==> src/rtl/stream_fifo_enq_scheduler_pkg.sv <==
// Shared types and helpers for the stream FIFO enqueue scheduler.
// Type widths follow the default configuration constants below.
package stream_fifo_enq_scheduler_pkg;

  localparam int NUM_REQ      = 4;
  localparam int ENQ_WIDTH    = 2;
  localparam int DATA_WIDTH   = 32;
  localparam int STARVE_LIMIT = 7;

  typedef logic [$clog2(NUM_REQ)-1:0]        req_idx_t;
  typedef logic [$clog2(STARVE_LIMIT+1)-1:0] wait_cnt_t;

  // Increment modulo n; also correct for non-power-of-2 requester counts.
  function automatic req_idx_t rr_inc(input req_idx_t idx, input int unsigned n);
    if (32'(idx) + 32'd1 >= n) begin
      return '0;
    end else begin
      return req_idx_t'(32'(idx) + 32'd1);
    end
  endfunction

endpackage

==> src/rtl/stream_fifo_enq_scheduler_rr_slot_select.sv <==
// Combinational scan: starved requester first, then round-robin from the
// pointer, packing valid requesters contiguously onto slots 0..EnqWidth-1.
module stream_fifo_enq_scheduler_rr_slot_select
  import stream_fifo_enq_scheduler_pkg::*;
#(
  parameter int NumReq   = NUM_REQ,
  parameter int EnqWidth = ENQ_WIDTH
) (
  input  logic     [NumReq-1:0]   vld,
  input  req_idx_t                ptr,
  input  logic     [NumReq-1:0]   starved,
  output req_idx_t [EnqWidth-1:0] slot_idx,
  output logic     [EnqWidth-1:0] slot_vld
);

  // Walk the scan order once and hand out slots in order of appearance
  always_comb begin
    int       k;
    req_idx_t idx;
    slot_idx = '0;
    slot_vld = '0;
    k        = 0;
    idx      = ptr;
    for (int r = 0; r < NumReq; r++) begin
      if (starved[r] && vld[r]) begin
        slot_idx[0] = req_idx_t'(r);
        slot_vld[0] = 1'b1;
        k           = 1;
      end else begin
        k = k;
      end
    end
    for (int i = 0; i < NumReq; i++) begin
      if (vld[idx] && !starved[idx] && (k < EnqWidth)) begin
        for (int s = 0; s < EnqWidth; s++) begin
          if (k == s) begin
            slot_idx[s] = idx;
            slot_vld[s] = 1'b1;
          end else begin
            slot_vld[s] = slot_vld[s];
          end
        end
        k = k + 1;
      end else begin
        k = k;
      end
      idx = rr_inc(idx, NumReq);
    end
  end

endmodule

==> src/rtl/stream_fifo_enq_scheduler.sv <==
// Round-robin enqueue scheduler with starvation promotion for a multi-port FIFO.
// Optional performance counters: define STREAM_FIFO_ENQ_SCHED_PERF_EN.
module stream_fifo_enq_scheduler
  import stream_fifo_enq_scheduler_pkg::*;
#(
  parameter int NumReq      = NUM_REQ,
  parameter int EnqWidth    = ENQ_WIDTH,
  parameter int DataWidth   = DATA_WIDTH,
  parameter int StarveLimit = STARVE_LIMIT
) (
  input  logic                                clk,
  input  logic                                rstn,
  input  logic [NumReq-1:0]                   req_vld_i,
  input  logic [NumReq-1:0][DataWidth-1:0]    req_payload_i,
  output logic [NumReq-1:0]                   req_rdy_o,
  output logic [EnqWidth-1:0]                 fifo_enq_vld_o,
  output logic [EnqWidth-1:0][DataWidth-1:0]  fifo_enq_payload_o,
  input  logic [EnqWidth-1:0]                 fifo_enq_rdy_i,
  input  logic                                flush_i
`ifdef STREAM_FIFO_ENQ_SCHED_PERF_EN
  ,
  output logic [31:0]                         perf_fire_cnt_o,
  output logic [31:0]                         perf_stall_cnt_o
`endif
);

  localparam wait_cnt_t Limit = wait_cnt_t'(StarveLimit);

  req_idx_t                     rr_ptr_q;
  req_idx_t                     rr_ptr_d;
  wait_cnt_t [NumReq-1:0]       wait_cnt_q;
  logic      [NumReq-1:0]       starved;
  logic      [NumReq-1:0]       fire;
  req_idx_t  [EnqWidth-1:0]     slot_idx;
  logic      [EnqWidth-1:0]     slot_vld;
  logic                         starved_active;

  // Lowest-index saturated counter wins promotion (descending loop, last write wins)
  always_comb begin
    starved = '0;
    for (int r = NumReq - 1; r >= 0; r--) begin
      if (wait_cnt_q[r] == Limit) begin
        starved    = '0;
        starved[r] = 1'b1;
      end else begin
        starved = starved;
      end
    end
  end

  assign starved_active = |(starved & req_vld_i);

  stream_fifo_enq_scheduler_rr_slot_select #(
    .NumReq   (NumReq),
    .EnqWidth (EnqWidth)
  ) u_slot_select (
    .vld      (req_vld_i),
    .ptr      (rr_ptr_q),
    .starved  (starved),
    .slot_idx (slot_idx),
    .slot_vld (slot_vld)
  );

  // Slot drive and ready return; flush suppresses every handshake
  always_comb begin
    fifo_enq_vld_o     = '0;
    fifo_enq_payload_o = '0;
    req_rdy_o          = '0;
    for (int s = 0; s < EnqWidth; s++) begin
      if (slot_vld[s] && !flush_i) begin
        fifo_enq_vld_o[s]         = 1'b1;
        fifo_enq_payload_o[s]     = req_payload_i[slot_idx[s]];
        req_rdy_o[slot_idx[s]]    = fifo_enq_rdy_i[s];
      end else begin
        fifo_enq_vld_o[s] = 1'b0;
      end
    end
  end

  assign fire = req_vld_i & req_rdy_o;

  // Pointer follows the last fired slot; a promoted slot 0 counts only when alone
  always_comb begin
    logic found;
    found    = 1'b0;
    rr_ptr_d = rr_ptr_q;
    for (int s = 0; s < EnqWidth; s++) begin
      if (fifo_enq_vld_o[s] && fifo_enq_rdy_i[s] && !((s == 0) && starved_active)) begin
        rr_ptr_d = rr_inc(slot_idx[s], NumReq);
        found    = 1'b1;
      end else begin
        found = found;
      end
    end
    if (!found && fifo_enq_vld_o[0] && fifo_enq_rdy_i[0]) begin
      rr_ptr_d = rr_inc(slot_idx[0], NumReq);
    end else begin
      rr_ptr_d = rr_ptr_d;
    end
  end

  // Rotation pointer and per-requester wait counters
  always_ff @(posedge clk or negedge rstn) begin
    if (!rstn) begin
      rr_ptr_q   <= '0;
      wait_cnt_q <= '0;
    end else if (flush_i) begin
      rr_ptr_q   <= '0;
      wait_cnt_q <= '0;
    end else begin
      rr_ptr_q <= rr_ptr_d;
      for (int r = 0; r < NumReq; r++) begin
        if (fire[r] || !req_vld_i[r]) begin
          wait_cnt_q[r] <= '0;
        end else if (wait_cnt_q[r] != Limit) begin
          wait_cnt_q[r] <= wait_cnt_q[r] + 1'b1;
        end else begin
          wait_cnt_q[r] <= wait_cnt_q[r];
        end
      end
    end
  end

`ifdef STREAM_FIFO_ENQ_SCHED_PERF_EN
  logic [31:0] fire_pop;

  assign fire_pop = 32'($countones(fire));

  // Free-running performance counters, untouched by flush
  always_ff @(posedge clk or negedge rstn) begin
    if (!rstn) begin
      perf_fire_cnt_o  <= 32'd0;
      perf_stall_cnt_o <= 32'd0;
    end else begin
      perf_fire_cnt_o <= perf_fire_cnt_o + fire_pop;
      if ((|req_vld_i) && !(|fire)) begin
        perf_stall_cnt_o <= perf_stall_cnt_o + 32'd1;
      end else begin
        perf_stall_cnt_o <= perf_stall_cnt_o;
      end
    end
  end
`endif

endmodule

==> config.mk <==
export PLATFORM = sky130hd
export DESIGN_NAME = stream_fifo_enq_scheduler
export DESIGN_NICKNAME = d
export VERILOG_FILES = /design/src/rtl/stream_fifo_enq_scheduler_pkg.sv /design/src/rtl/stream_fifo_enq_scheduler_rr_slot_select.sv /design/src/rtl/stream_fifo_enq_scheduler.sv
export SDC_FILE = /design/constraint.sdc
export NUM_CORES = 1
export LEC_CHECK = 0
export CAP_MARGIN = 20
export CORE_AREA = 2 2 103 105
export DETAILED_ROUTE_END_ITERATION = 6
export DIE_AREA = 0 0 105 107
export GPL_ROUTABILITY_DRIVEN = 0
export PLACE_DENSITY = 0.82
export SYNTH_ARGS = -nofsm -noshare
export SYNTH_HDL_FRONTEND = slang
export SYNTH_SLANG_ARGS = --single-unit
==> constraint.sdc <==
create_clock -name clk -period 10 [get_ports clk]
set_input_delay 2.5 -clock clk [delete_from_list [all_inputs] [get_ports clk]]
set_output_delay 2.5 -clock clk [all_outputs]
set_load 0.05 [all_outputs]
# Word-level counts from Yosys, hierarchy flattened
# Index checks and enable logic that the tools add are counted.
[word_totals]
inputBits = 137
ff_bits = 14
[op_classes]
n_eq_ne = 12
n_mux = 93
n_bitwise = 3
n_lt_le_gt_ge = 17
n_reduce_logical = 46
addsub = 12
[ops]
columns = ["op", "n"]
rows = [
  ["2-to-1 mux 32 bit", 7],
  ["greater-or-equal comparator 32 x 3 -> 1 bit, second input constant", 5],
  ["binary-select mux 32 bit (select 2 bit)", 2],
  ["zero test 32 bit", 4],
  ["equality test 32 x 2 -> 1 bit, second input constant", 3],
  ["less-than comparator 32 x 3 -> 1 bit, second input constant", 3],
  ["adder 32 x 2 -> 32 bit, second input constant", 2],
  ["2-to-1 mux 2 bit", 23],
  ["2-to-1 mux 4 bit", 10],
  ["2-to-1 mux 1 bit", 31],
  ["2-to-1 mux 3 bit", 8],
  ["logical AND 1 bit", 21],
  ["less-than comparator 2 x 3 -> 1 bit, second input constant", 6],
  ["binary-select mux 1 bit (select 2 bit)", 8],
  ["adder 2 x 1 -> 3 bit, second input constant", 5],
  ["adder 3 x 1 -> 3 bit, second input constant", 4],
  ["AND 4 bit", 3],
  ["equality test 3 bit, second input constant", 4],
  ["2-to-1 mux 12 bit", 1],
  ["inequality test 3 bit, second input constant", 4],
  ["nonzero test 3 bit", 4],
  ["zero test 1 bit", 11],
  ["bitwise mux 4 bit", 1],
  ["demux 1 bit (select 2 bit)", 2],
  ["other kinds (7)", 11],
]

# Logic depth before layout (Yosys ltp)
[depth]
word_depth = 34
ltp_mapped = 27
depth_no_buf = 23

# Hierarchy
# Synthesis repeated with hierarchy kept, for this count alone.
[unflattened]
cells_unflattened = 353
hier_area_um2 = 3746.1
[by_module_without_submodules]
columns = ["module", "area_per_inst_um2", "cells_each", "seq_area_each_um2", "n_inst"]
rows = [
  ["stream_fifo_enq_scheduler", 3061.7, 255, 350.3, 1],
  ["stream_fifo_enq_scheduler_rr_slot_select", 684.4, 98, 0.0, 1],
]

# Worst setup path before layout
# OpenSTA, ideal clock, no wires.
[synth_timing]
kind = "input to output"
from = "in req_vld_i[3]"
to = "out fifo_enq_payload_o[24] (netlist name)"
required_time_ns = 7.500
path_buffers = 2
arrival_time_ns = 7.364
path_stages = 20
slack_ns = 0.136
path_cell_list = "mux2_2 -> o311a_1 -> nor2_1 -> inv_1 -> ha_1 -> or4_1 -> a21o_1 -> and2_1 -> ha_1 -> nand2_1 -> nor2b_1 -> a22oi_1 -> nand2_1 -> mux2_1 -> and4_1 -> buf_4 -> or2_4 -> buf_4 -> mux2i_1 -> a211oi_1"
[synth_lines]
columns = ["item", "line", "rtl"]
rows = [
  ["start, declared", "stream_fifo_enq_scheduler.sv:13", "input logic [NumReq-1:0] req_vld_i,"],
  ["end, declared", "stream_fifo_enq_scheduler.sv:17", "output logic [EnqWidth-1:0][DataWidth-1:0] fifo_enq_payload_o,"],
]

==> flow_metrics.tcl <==
set metrics [dict create \
    run_status "complete, no violations" \
    ant_nets 0 \
    critPathLaunchType "input pin" \
    yosys.area.top_type "mux2i_1" \
    setup-violations-final 0 \
    post-synth-top-area-fraction_pct 25.8 \
    initial_utilization_pct 41.6 \
    netlist_area_um2 4190 \
    tns_ps 0 \
    globalRouteMet3Util_pct 4.80 \
    postPlaceCellArea_um2 7010 \
    worst_slew_margin_rel_pct 53.7 \
    count_of_hold_fix_buffers_inserted_at_cts 0 \
    period_minus_slack_ps 9790 \
    worstPathRequired_ps 7500 \
    grt_pass1_vias 4900 \
    worstSkewPairLatency_ps 250 \
    timing.final.max_slew_violations 0 \
    grt_max_degree 65 \
    reg2reg_from "wait_cnt_q[0]$_DFFE_PN0P_" \
    cts_sinks 14 \
    synth_top_cells_by_count "108 x mux2i_1, 46 x a211oi_2, 34 x nor3b_1, 34 x o22ai_1, 22 x ha_1" \
    clockBufferDepth 2 \
    route.detailed.drc 0 \
    synth.ff_latch_count 14 \
    worst-slew-pin-transition_ps 692 \
    layout_setup_ws_ps 207 \
    min_period_over_period_pct 97.9 \
    critical-path-max-stage-delay_ps 520 \
    rows 37 \
    pre_cts_slack_ps 51.2 \
    fmax_mhz 102 \
    design.final.nets 810 \
    grt_overflow_total 0 \
    clock_tree_from_tritoncts "done" \
    cp.arrival_ps 7290 \
    fp.dieW_um 105 \
    synth.area.top_cells "mux2i_1 26%, a211oi_2 14%, dfrtp_1 8.4%, ha_1 6.6%, nor3b_1 6.1%" \
    synthToLayoutAreaGrowth_pct 72.0 \
    drt_iter0_drc 381 \
    worst_min_delay_path_category "flip-flop to flip-flop" \
    path_cells "clkdlybuf4s50_1 > buf_4 > nand3b_1 > a211oi_1 > or2_1 > ha_1 > inv_1 > o21ai_1 > fa_1 > ha_1 > nand2_1 > nor2b_1 > a22oi_2 > nand2_1 > mux2_1 > and4_1 > or2_4 > buf_12 > mux2i_1 > a211oi_1 > buf_12" \
    drive_above_1_share_pct 28.2 \
    numPortBuffers 206 \
    grt_use_met1_pct 33.8 \
    fin_skew_ps 0.715 \
    number_of_antenna_violations_at_the_first_check_in_global_routing 0 \
    dieHeight_um 107 \
    vias 4878 \
    boundaryPins 207 \
    stdcell_area_um2 7210 \
    timing.max_cap.violations 0 \
    number_of_distinct_library_cells_after_synthesis 66 \
    synth.avg_cell_area_um2 9.08 \
    floorplan_core_area_um2 10100 \
    synth-edff-count 0 \
    cpMaxStageDelayCell "fa_1" \
    hpwlAfterDp_um 12900 \
    crit_start "req_vld_i[3]" \
    dr.pass1.iters 5 \
    crit_type "input pin to output port" \
    grt_most_used_layer "met2" \
    synth_warnings 0 \
    worstPathMaxFanout 15 \
    worst_setup_hold_path_clk_slew_ps 60 \
    route.detailed.wl_per_inst_um 21.7 \
    hold_violations 0 \
    syn_inst 462 \
    diodes 0 \
    synth-async-reset-ratio_pct 100 \
    grt.total_usage_pct 28.1 \
    totalWireLength_um 17000 \
    dominantRegCellSynth "dfrtp_1" \
    die-area_um2 11200 \
    cts-root-buf "clkbuf_8" \
    critPathCaptureType "output port" \
    min_from "wait_cnt_q[6]$_DFFE_PN0P_" \
    clock_tree.htree_level_count 1 \
    grt_pass1_wl_um 25900 \
    sequential_area_share_after_synthesis_pct 8.35 \
    postSynthNetCount 622 \
    numCtsBuffers 3 \
    most_frequent_cell_after_synthesis "mux2i_1" \
    grtUsageMet2_pct 51.1 \
    vias_per_cell 6.21 \
]
-- cell families (layout without fill, tap and decap cells) --
group	count (synthesis)	after routing	share of synthesized area, %
AO/OA/AOI/OAI	150	150	31.7
multiplexers	111	111	26.6
AND/OR/NAND/NOR	101	102	17.3
buffers and inverters	59	245	8.11
adder cells (fa/ha/maj)	23	23	7.04
flip-flops	14	14	8.35
XOR/XNOR	4	4	0.835
-- worst paths after layout --
check	endpoint	slack [ps]	cells past startpoint
setup / recovery	fifo_enq_payload_o[0]	210	21
hold / removal	wait_cnt_q[6]$_DFFE_PN0P_	610	2
setup reg to reg	wait_cnt_q[8]$_DFFE_PN0P_	4350	21
hold reg to reg	wait_cnt_q[6]$_DFFE_PN0P_	610	2
max in group asynchronous	wait_cnt_q[8]$_DFFE_PN0P_	6950	1
min in group asynchronous	wait_cnt_q[2]$_DFFE_PN0P_	2650	1
-- per-layer routing --
metal  share of wire (%)  up-vias
li1                    -     2224
met4                 3.2        0
met3                 5.7       39
met5                   0        -
met2                  51      225
met1                  40     2390
-- worst max-delay path, delay by kind of cell --
| kind | cells | cell delay, ps |
|---|---|---|
| simple gates | 7 | 1140 |
| buf+inv | 5 | 1140 |
| fa+ha+maj | 3 | 940 |
| compound gates | 4 | 1160 |
| mux | 2 | 410 |
-- state kept, by name, indices dropped and copies added, names as in the netlist --
signal	count
wait_cnt_q	12
rr_ptr_q	2
-- placed cells by master, fill, tap and decap left out, drive strengths merged, types with 5 or more instances in the layout --
master         synthesis  routed
nor3b                 34      34
inv                   11      11
o22ai                 34      34
mux2i                108     108
dfrtp                 14      14
buf                   30      92
a211oi                66      66
ha                    22      22
nand3                  5       5
nor4b                 11      11
nor3                   5       5
clkdlybuf4s50          0     137
a21oi                  7       7
a31oi                  6       6
nand2                 13      13
a22o                   5       5
o21ai                  7       7
nor2                   8       8
-- layout make-up --
| class | instances | area [um2] |
|---|---|---|
| Clock buffer | 4 | 55.1 |
| Tap cell | 136 | 170 |
| Inverter | 11 | 41.3 |
| Multi-Input combinational cell | 390 | 3580 |
| Sequential cell | 14 | 350 |
| Timing Repair Buffer | 230 | 3020 |
| Fill cell | 714 | 2880 |
-- repair_timing --
action	CTS	global route
endpoints found under the setup margin	0	68
gates resized for setup	0	14
setup buffers	0	9
-- per-stage QoR --
stage / instances / util [%] / hold slack [ps]
global route: 785 / 71.5 / 638
global placement: 771 / 69.4 / 572
finish: 785 / 71.5 / 611
CTS: 775 / 70.0 / 608
floorplan: 462 / - / 548
detailed placement: 771 / 69.4 / 588
Power is not shown: default switching activity piles up to over one toggle a cycle in this logic, so the estimate is an artifact.
==> patch (same settings) <==
The package constant `STARVE_LIMIT` goes from 7 to 14.
--- a/src/rtl/stream_fifo_enq_scheduler_pkg.sv
+++ b/src/rtl/stream_fifo_enq_scheduler_pkg.sv
@@ -6,5 +6,5 @@
   localparam int ENQ_WIDTH    = 2;
   localparam int DATA_WIDTH   = 32;
-  localparam int STARVE_LIMIT = 7;
+  localparam int STARVE_LIMIT = 14;
 
   typedef logic [$clog2(NUM_REQ)-1:0]        req_idx_t;
Check against the original RTL: no difference found for any inputs over 4 cycles, from zero or initial values and one cycle with rstn low; that may be too few to reach the edited logic, so the function may still have changed.
==> patch against the unedited design <==
Non-clock buffer count grew 4. Worst setup slack lost 0.11 ns. Cell area grew 0.80%. Worst hold slack lost 0.041 ns. Routed wire length is essentially flat. Global-route usage grew 0.81 points. Critical path depth is the same. Synthesized area grew 0.81%. Count of clock-buffer cells in the layout is the same. Sequential cell count grew 4. Maximum frequency shrank 1.1%. Critical endpoint is now fifo_enq_payload_o[45].
Power is left out: the tool's default activity adds up to more than one toggle a clock period on the data nets, which glitch-free logic cannot reach.
==> patch: results (changes against the unedited design) <==
status:
  outcome: "finished clean"
setup_path:
  r2r_setup_slack_ns: 4.30  # -0.05 ns
  crit_fanout: 12  # -3
  startpoint: "req_vld_i[1]"
  critPathCapture: "fifo_enq_payload_o[45]"
  cp_slowest_stage_delay_ns: 0.54  # +0.02 ns
  r2r-end: "wait_cnt_q[3]$_DFFE_PN0P_"
  cp.arrival_ns: 7.40  # +0.11 ns
  r2r_cells: 26  # +24%
global_route:
  grt_pass1_vias: 5100  # +4.1%
  antenna_found_initial: 3  # +3
  grt_use_met1: 0.315  # -0.0224
  grt_pass1_wl_mm: 26.1  # +0.61%
  use_met2: 0.525  # +0.0135
  grt_start_max_net_pins: 51  # -22%
synth:
  ys_seq_area_frac: 0.107  # +0.0230
  synthAdderAreaFrac: 0.0669  # -0.00352
  synthXorXnorAreaFrac: 0.0166  # +0.00822
  synthTopCellsByArea: "mux2i_1, dfrtp_1, o22ai_2, ha_1, o22ai_1"
  synth_compound_area_frac: 0.282  # -0.0351
  synth.area.mux_share: 0.313  # +0.0467
  netlist_top_cells_count: "mux2i_1, o22ai_1, o22ai_2"
sta:
  timing.hold.ws_ns: 0.570  # -0.0412 ns
  post-route-min-period_ns: 9.90  # +0.109 ns
routing:
  drt_iter0_drc: 325  # -15%
  routed_via_density: 5.87  # -5.5%
  wl_met3_mm: 1.42  # +47%
place:
  placed_cells: 814  # +5.6%
  hpwl_mm: 13.8  # +6.5%
  placed_cell_area_sq_mm: 0.00714  # +1.9%
  dp_slack_ns: -0.150  # -0.201 ns
worst_hold_path:
  min-delay-start: "wait_cnt_q[11]$_DFFE_PN0P_"
  min_path_cells: 1  # -1
  min_to: "wait_cnt_q[11]$_DFFE_PN0P_"
final_layout:
  nNetsFinal: 847  # +4.6%
  reg_top3: "wait_cnt_q: 16 flops, rr_ptr_q: 2 flops"
  n_fill_cell: 731  # +2.4%
  final_cells: 826  # +5.2%
  drive_above_1_share: 0.237  # -0.0447
==> patch: changes by cell type in the layout (fill, tap and decap cells not counted), moves of 7 or more <==
cell / before / now
nor4b_2: 11 / 0
a211oi_1: 11 / 4
mux2i_1: 108 / 131
nand2_1: 13 / 21
inv_1: 7 / 19
o21ai_0: 3 / 15
nand3_1: 5 / 16
o22ai_2: 0 / 30
a211oi_2: 55 / 2
nor3b_1: 34 / 0
nor2_1: 8 / 25
buf_4: 16 / 24
==> patch: cell type report <==
cell class	count	area (sq um)	share of cell area
Antenna cell	3	7.51	0.00103
Timing Repair Buffer	234	3020	0.415
Multi-Input combinational cell	409	3490	0.480
Tap cell	136	170	0.0234
Inverter	22	82.6	0.0114
Clock buffer	4	55.1	0.00757
Sequential cell	18	450	0.0620
